===== src/rtl/tow_pkg.sv =====
`default_nettype none
// ============================================================================
//  Module      : tow_pkg
//  Description : Types and helpers shared by the tug-of-war match engine.
//                tow_state_e - match FSM states
//                tow_side_e  - player side (left / right)
//                tow_width() - minimum counter width for a value range
//  Revision    : 1.0 - initial release
// ============================================================================
package tow_pkg;

    typedef enum logic [1:0] {
        PLAY  = 2'd0,
        SCORE = 2'd1,
        OVER  = 2'd2
    } tow_state_e;

    typedef enum logic {
        SIDE_L = 1'b0,
        SIDE_R = 1'b1
    } tow_side_e;

    // Width needed to hold the values 0..n-1, never less than one bit.
    function automatic int tow_width(input int n);
        return (n <= 2) ? 1 : $clog2(n);
    endfunction

endpackage
`default_nettype wire


===== src/rtl/tow_hold_timer.sv =====
`default_nettype none
// ============================================================================
//  Module      : tow_hold_timer
//  Description : Loadable down-counter used to hold the winning end LED after
//                a round win. Counts down to zero and stops there.
//  Ports       : clk     - system clock
//                reset   - synchronous active-high reset (count -> 0)
//                i_load  - load i_init (priority over counting)
//                i_en    - count enable (decrement while non-zero)
//                i_init  - load value
//                o_done  - count is zero
//  Revision    : 1.0 - initial release
// ============================================================================
module tow_hold_timer #(
    parameter int W = 2
) (
    input  logic         clk,
    input  logic         reset,
    input  logic         i_load,
    input  logic         i_en,
    input  logic [W-1:0] i_init,
    output logic         o_done
);

    logic [W-1:0] r_cnt;

    always_ff @(posedge clk) begin
        if (reset) begin
            r_cnt <= '0;
        end else if (i_load) begin
            r_cnt <= i_init;
        end else if (i_en && (r_cnt != '0)) begin
            r_cnt <= r_cnt - W'(1);
        end
    end

    assign o_done = (r_cnt == '0);

endmodule
`default_nettype wire


===== src/rtl/tow_match.sv =====
`default_nettype none
// ============================================================================
//  Module      : tow_match
//  Description : Two-player tug-of-war match engine. Tracks the rope position
//                on an N_LEDS bar, detects round wins, keeps per-player round
//                scores and declares the match winner at WIN_ROUNDS.
//  Ports       : clk          - system clock
//                reset        - synchronous active-high reset
//                pull_l       - left player pull pulse (edge-detected)
//                pull_r       - right player pull pulse (edge-detected)
//                pause        - freeze all state
//                leds         - one-hot rope position, MSB = leftmost
//                round_win_l  - one-cycle pulse, left won a round
//                round_win_r  - one-cycle pulse, right won a round
//                score_l      - left rounds won
//                score_r      - right rounds won
//                match_over   - match decided (level)
//                winner       - 0 = left, 1 = right (valid with match_over)
//  Revision    : 1.0 - initial release
// ============================================================================
module tow_match
    import tow_pkg::*;
#(
    parameter int N_LEDS      = 9,
    parameter int SCORE_W     = 3,
    parameter int WIN_ROUNDS  = 7,
    parameter int HOLD_CYCLES = 4
) (
    input  logic               clk,
    input  logic               reset,
    input  logic               pull_l,
    input  logic               pull_r,
    input  logic               pause,
    output logic [N_LEDS-1:0]  leds,
    output logic               round_win_l,
    output logic               round_win_r,
    output logic [SCORE_W-1:0] score_l,
    output logic [SCORE_W-1:0] score_r,
    output logic               match_over,
    output logic               winner
);

    localparam int PW = tow_width(N_LEDS);
    localparam int HW = tow_width(HOLD_CYCLES);

    localparam logic [PW-1:0]      c_CENTER = PW'((N_LEDS - 1) / 2);
    localparam logic [PW-1:0]      c_LEFT   = PW'(N_LEDS - 1);
    localparam logic [PW-1:0]      c_RIGHT  = '0;
    localparam logic [HW-1:0]      c_HOLD   = HW'(HOLD_CYCLES - 1);
    localparam logic [SCORE_W-1:0] c_WIN    = SCORE_W'(WIN_ROUNDS);

    // ------------------------------------------------------------------
    // Parameter range checks
    // ------------------------------------------------------------------
    if ((N_LEDS < 3) || ((N_LEDS % 2) == 0)) begin : g_bad_n_leds
        $error("tow_match: N_LEDS must be odd and >= 3");
    end
    if ((WIN_ROUNDS < 1) || (WIN_ROUNDS > (2 ** SCORE_W) - 1)) begin : g_bad_win_rounds
        $error("tow_match: WIN_ROUNDS must be in 1..2**SCORE_W-1");
    end
    if (HOLD_CYCLES < 1) begin : g_bad_hold_cycles
        $error("tow_match: HOLD_CYCLES must be >= 1");
    end

    // ------------------------------------------------------------------
    // State
    // ------------------------------------------------------------------
    tow_state_e         r_state;
    tow_side_e          r_side;      // side that won the current round
    logic [PW-1:0]      r_pos;
    logic [N_LEDS-1:0]  r_leds;
    logic               r_rw_l;
    logic               r_rw_r;
    logic [SCORE_W-1:0] r_score_l;
    logic [SCORE_W-1:0] r_score_r;
    logic               r_over;
    logic               r_winner;

    tow_state_e         w_state_nxt;
    tow_side_e          w_side_nxt;
    logic [PW-1:0]      w_pos_nxt;
    logic               w_rw_l_nxt;
    logic               w_rw_r_nxt;
    logic [SCORE_W-1:0] w_score_l_nxt;
    logic [SCORE_W-1:0] w_score_r_nxt;
    logic               w_over_nxt;
    logic               w_winner_nxt;
    logic               w_hold_load;
    logic               w_hold_done;
    logic               w_mv_l;
    logic               w_mv_r;
    logic [SCORE_W-1:0] w_side_score;

    // Simultaneous pulls cancel out.
    assign w_mv_l = pull_l & ~pull_r;
    assign w_mv_r = pull_r & ~pull_l;

    assign w_side_score = (r_side == SIDE_L) ? r_score_l : r_score_r;

    // ------------------------------------------------------------------
    // Hold timer: loaded on the winning move, counts only in SCORE.
    // ------------------------------------------------------------------
    tow_hold_timer #(
        .W (HW)
    ) u_hold (
        .clk    (clk),
        .reset  (reset),
        .i_load (w_hold_load),
        .i_en   (~pause && (r_state == SCORE)),
        .i_init (c_HOLD),
        .o_done (w_hold_done)
    );

    // ------------------------------------------------------------------
    // Next-state / next-output logic
    // ------------------------------------------------------------------
    always_comb begin
        w_state_nxt   = r_state;
        w_side_nxt    = r_side;
        w_pos_nxt     = r_pos;
        w_rw_l_nxt    = 1'b0;
        w_rw_r_nxt    = 1'b0;
        w_score_l_nxt = r_score_l;
        w_score_r_nxt = r_score_r;
        w_over_nxt    = r_over;
        w_winner_nxt  = r_winner;
        w_hold_load   = 1'b0;

        if (!pause) begin
            case (r_state)
                PLAY: begin
                    if (w_mv_l) begin
                        if (r_pos == c_LEFT) begin
                            // Rope already at the left end: left takes the round.
                            w_state_nxt   = SCORE;
                            w_side_nxt    = SIDE_L;
                            w_rw_l_nxt    = 1'b1;
                            w_score_l_nxt = r_score_l + SCORE_W'(1);
                            w_hold_load   = 1'b1;
                        end else begin
                            w_pos_nxt = r_pos + PW'(1);
                        end
                    end else if (w_mv_r) begin
                        if (r_pos == c_RIGHT) begin
                            w_state_nxt   = SCORE;
                            w_side_nxt    = SIDE_R;
                            w_rw_r_nxt    = 1'b1;
                            w_score_r_nxt = r_score_r + SCORE_W'(1);
                            w_hold_load   = 1'b1;
                        end else begin
                            w_pos_nxt = r_pos - PW'(1);
                        end
                    end
                end
                SCORE: begin
                    if (w_hold_done) begin
                        if (w_side_score == c_WIN) begin
                            w_state_nxt  = OVER;
                            w_over_nxt   = 1'b1;
                            w_winner_nxt = (r_side == SIDE_R);
                        end else begin
                            w_state_nxt = PLAY;
                            w_pos_nxt   = c_CENTER;
                        end
                    end
                end
                OVER: begin
                    // Terminal until reset.
                end
                default: begin
                    w_state_nxt = PLAY;
                    w_pos_nxt   = c_CENTER;
                end
            endcase
        end
    end

    // ------------------------------------------------------------------
    // Registers
    // ------------------------------------------------------------------
    always_ff @(posedge clk) begin
        if (reset) begin
            r_state   <= PLAY;
            r_side    <= SIDE_L;
            r_pos     <= c_CENTER;
            r_leds    <= N_LEDS'(1) << c_CENTER;
            r_rw_l    <= 1'b0;
            r_rw_r    <= 1'b0;
            r_score_l <= '0;
            r_score_r <= '0;
            r_over    <= 1'b0;
            r_winner  <= 1'b0;
        end else begin
            r_state   <= w_state_nxt;
            r_side    <= w_side_nxt;
            r_pos     <= w_pos_nxt;
            // Decode from the next position so leds are a pure register.
            r_leds    <= N_LEDS'(1) << w_pos_nxt;
            r_rw_l    <= w_rw_l_nxt;
            r_rw_r    <= w_rw_r_nxt;
            r_score_l <= w_score_l_nxt;
            r_score_r <= w_score_r_nxt;
            r_over    <= w_over_nxt;
            r_winner  <= w_winner_nxt;
        end
    end

    assign leds        = r_leds;
    assign round_win_l = r_rw_l;
    assign round_win_r = r_rw_r;
    assign score_l     = r_score_l;
    assign score_r     = r_score_r;
    assign match_over  = r_over;
    assign winner      = r_winner;

endmodule
`default_nettype wire

===== config.mk =====
export PLATFORM = sky130hd
export DESIGN_NAME = tow_match
export DESIGN_NICKNAME = d
export VERILOG_FILES = /design/src/rtl/tow_pkg.sv /design/src/rtl/tow_hold_timer.sv /design/src/rtl/tow_match.sv
export SDC_FILE = /design/constraint.sdc
export NUM_CORES = 1
export LEC_CHECK = 0
export CORE_MARGIN = 2
export CORE_UTILIZATION = 56
export CTS_CLUSTER_SIZE = 20
export DETAILED_ROUTE_END_ITERATION = 16
export GPL_ROUTABILITY_DRIVEN = 0
export GPL_TIMING_DRIVEN = 0
export PLACE_DENSITY = 0.92
export SYNTH_ARGS = -nofsm -noshare
export SYNTH_HDL_FRONTEND = slang
export SYNTH_HIERARCHICAL = 1
export SYNTH_SLANG_ARGS = --single-unit
export TNS_END_PERCENT = 50

===== constraint.sdc =====
create_clock -name clk -period 5.85 [get_ports clk]
set_clock_uncertainty 0.1 [all_clocks]
set_input_delay 1.17 -clock clk [delete_from_list [all_inputs] [get_ports clk]]
set_output_delay 1.17 -clock clk [all_outputs]
set_load 0.005 [all_outputs]

==> flow_metrics.py <==
metrics = {
    "outcome": {
        "status": "complete, no violations",
    },
    "critical_path": {
        "max_stage_delay_ns": 0.51,
        "worstPathRequired_ns": 6.02,
        "path_delay_family": "compound AO/OA/AOI/OAI gates",
        "slowest_stage": "or4b_4",
        "crit_path_cell_trace": "clkdlybuf4s50_1, inv_1, ha_1, or4b_4, o211a_1, o31a_1, a2111o_1, nor3_1",
        "worst_ep_arrival_time_ns": 3.53,
        "start_kind": "input pin",
        "end_kind": "flop",
        "rrSetupSlack_ns": 3.40,
        "worst-path-buf-inv": 2,
        "cp_max_fo": 7,
        "worstSetupPathType": "input pin to flop",
    },
    "floorplanning": {
        "chipHeight_um": 54.29,
        "placementRows": 18,
        "die_w_um": 54.29,
        "die_area_sq_mm": 0.002947,
        "num_io_pins": 24,
        "coreArea_sq_mm": 0.002432,
        "start_util_pct": 58.23,
    },
    "layout": {
        "drive_gt1_share_pct": 5.670,
        "post-route-util_pct": 71.55,
        "fill_cells": 198,
        "fin_nets": 207,
        "area_delta_synth_final_pct": 22.88,
        "antennaDiodeCount": 0,
    },
    "timing": {
        "period_minus_slack_ns": 3.364,
        "clock.fmax_ghz": 0.2973,
        "finalSetupViolations": 0,
        "rsz0062_at_grt": "false",
        "worstMarginPinSlew_ns": 0.5350,
        "tns_ns": 0,
        "post-route-period-util_pct": 57.50,
        "drv_slew": 0,
        "hold_viol_final": 0,
        "slew_headroom_pct": 64.33,
    },
    "global_route": {
        "grt_first_pass_wirelength_mm": 5.499,
        "grt_pass1_vias": 1212,
        "grt_max_degree": 17,
        "grt_use_total_pct": 26.37,
        "antenna_found_initial": 0,
        "grt_overflow": 0,
    },
    "clock_network": {
        "clk_latency_ns": 0.34,
        "ctsHoldBuffers": 0,
        "cts_max_level": 1,
        "clkTransAtPathRegs_ns": 0.15,
        "ctsResizeCount": 0,
        "cts_buffers": 3,
        "cts_sinks": 28,
        "cts_setup_buffers": 0,
        "cts_root_buffer": "clkbuf_4",
        "cts_tree": "yes",
        "cts_buffer_depth": 2,
    },
    "synth": {
        "synth_edf_count": 0,
        "ys_ff_latch": 28,
        "syn_inst": 166,
        "synthFlopType": "dfxtp_1",
        "yosysWarnings": 6,
        "syn_area_sq_mm": 0.001416,
        "async_flop_share_pct": 0,
        "ys_seq_area_share_pct": 39.58,
        "synthDistinctLibCells": 44,
        "syn_area_per_cell_sq_um": 8.532,
    },
    "drt": {
        "via_count": 1320,
        "avgViaCountPerCell": 5.893,
        "drtIter0Drc": 75,
        "finalWirelength_mm": 3.380,
        "drtAntennaViolNets": 0,
        "drc": 0,
        "wire_per_inst_um": 15.09,
        "first_pass_iters": 5,
    },
    "pwr": {
        "p_leak_uw": 0.0006719,
        "irDropWorstVdd_v": 0.0001946,
        "powerDensity_mw_per_mm2": 221.1,
    },
    "place": {
        "io_buffers": 23,
        "dp_hpwl_mm": 2.531,
    },
    "flow_run": {
        "drv_cap": 0,
    },
    "worst_hold_path": {
        "hp-class": "flop to flop",
    },
}
==> report_power, final <==
group	internal, uW	leakage [uW]	switching, uW
clock	69.4	0.0000279	60.1
sequential	197	0.000227	4.37
combinational	23.5	0.000417	30.6
==> metal layers <==
| metal | global-route usage, % | vias to the layer above | wire, um |
|---|---|---|---|
| li1 | - | 639 | - |
| met1 | 31.45 | 614 | 1350 |
| met2 | 47.59 | 60 | 1730 |
| met3 | 4.098 | 7 | 226 |
| met4 | 9.167 | 0 | 72 |
| met5 | 0 | - | 0 |
==> stage by stage <==
stage,area [sq um],instances,setup slack (ns),total power [uW],hold slack (ns)
floorplan,1420,167,2.785,238.3,0.3629
global placement,1688,220,2.201,255.3,0.3558
detailed placement,1688,220,2.133,258.5,0.3800
CTS,1740,224,2.493,384.8,0.4134
global route,1740,224,2.354,398.9,0.4224
finish,1740,224,2.486,384.9,0.4081
==> cells by family after synthesis <==
family | synth area share (%)
buffers and inverters | 5.830
AO/OA/AOI/OAI | 17.93
other | 0.2648
flip-flops | 39.58
adder cells (fa/ha/maj) | 6.183
XOR/XNOR | 3.711
AND/OR/NAND/NOR | 23.59
multiplexers | 2.915
==> area by class of cell <==
type / count / area, sq um / share of cell area (%)
clock inverter: 1 / 30.03 / 1.725
clock buffer: 3 / 22.52 / 1.294
buffer: 7 / 33.78 / 1.941
multi-input combinational: 119 / 777.0 / 44.64
tap: 30 / 37.54 / 2.157
sequential: 28 / 560.5 / 32.21
inverter: 13 / 48.80 / 2.804
timing repair buffer: 23 / 230.2 / 13.23
==> layout by cell type (no fill, tap or decap), types with 2 or more instances in the layout <==
master / synthesis / routed
dfxtp_1: 28 / 28
nor2_1: 25 / 25
clkdlybuf4s50_1: 0 / 23
inv_1: 13 / 13
nor3_1: 13 / 13
nand2_1: 9 / 9
a21oi_1: 7 / 7
ha_1: 7 / 7
clkbuf_1: 6 / 6
nand2b_1: 3 / 3
o21a_1: 3 / 3
nand3_1: 3 / 3
xor2_1: 3 / 3
nor4_1: 3 / 3
a21o_1: 3 / 3
xnor2_1: 3 / 3
mux2i_1: 3 / 3
o21ai_0: 3 / 3
clkbuf_4: 0 / 3
nand4_1: 2 / 2
a32oi_1: 2 / 2
a31oi_1: 2 / 2
o31ai_1: 2 / 2
conb_1: 1 / 2
==> registers in the layout, indices dropped and copies added, names as in the netlist <==
| signal | cells |
|---|---|
| leds | 9 |
| match_over | 1 |
| r_pos | 4 |
| r_side | 1 |
| r_state | 2 |
| round_win_l | 1 |
| round_win_r | 1 |
| score_l | 3 |
| score_r | 3 |
| u_hold/r_cnt | 2 |
| winner | 1 |
==> path summary, 6_finish.rpt <==
path	from	endpoint	cells after the start
max	pull_l	leds[6]	8
min	match_over	match_over	2
max reg2reg	r_pos[0]	leds[4]	7
min reg2reg	match_over	match_over	2
==> synth_stat cells, drive strengths merged, types with 2 or more instances <==
cell | number | area (sq um)
a211oi | 2 | 20.02
nor3 | 13 | 65.06
o21ai | 3 | 15.01
nand3 | 3 | 15.01
inv | 13 | 48.80
a21o | 3 | 22.52
xor2 | 3 | 26.28
o21a | 3 | 22.52
clkbuf | 6 | 22.52
ha | 7 | 87.58
mux2i | 3 | 30.03
xnor2 | 3 | 26.28
nor2 | 25 | 93.84
nand2b | 3 | 18.77
nand2 | 9 | 33.78
nand4 | 2 | 12.51
o31ai | 2 | 15.01
dfxtp | 28 | 560.5
a21oi | 7 | 35.03
a31oi | 2 | 12.51
a32oi | 2 | 17.52
nor4 | 3 | 18.77
==> worst register-to-register path, stage by stage (launching register included) <==
cell and delay (ns):
dfxtp_1 0.41, inv_1 0.11, ha_1 0.26, or3b_2 0.49, a211o_1 0.32, a31oi_1 0.29
a21oi_1 0.18, a41o_1 0.22
Power figures use the tool's default switching activity.
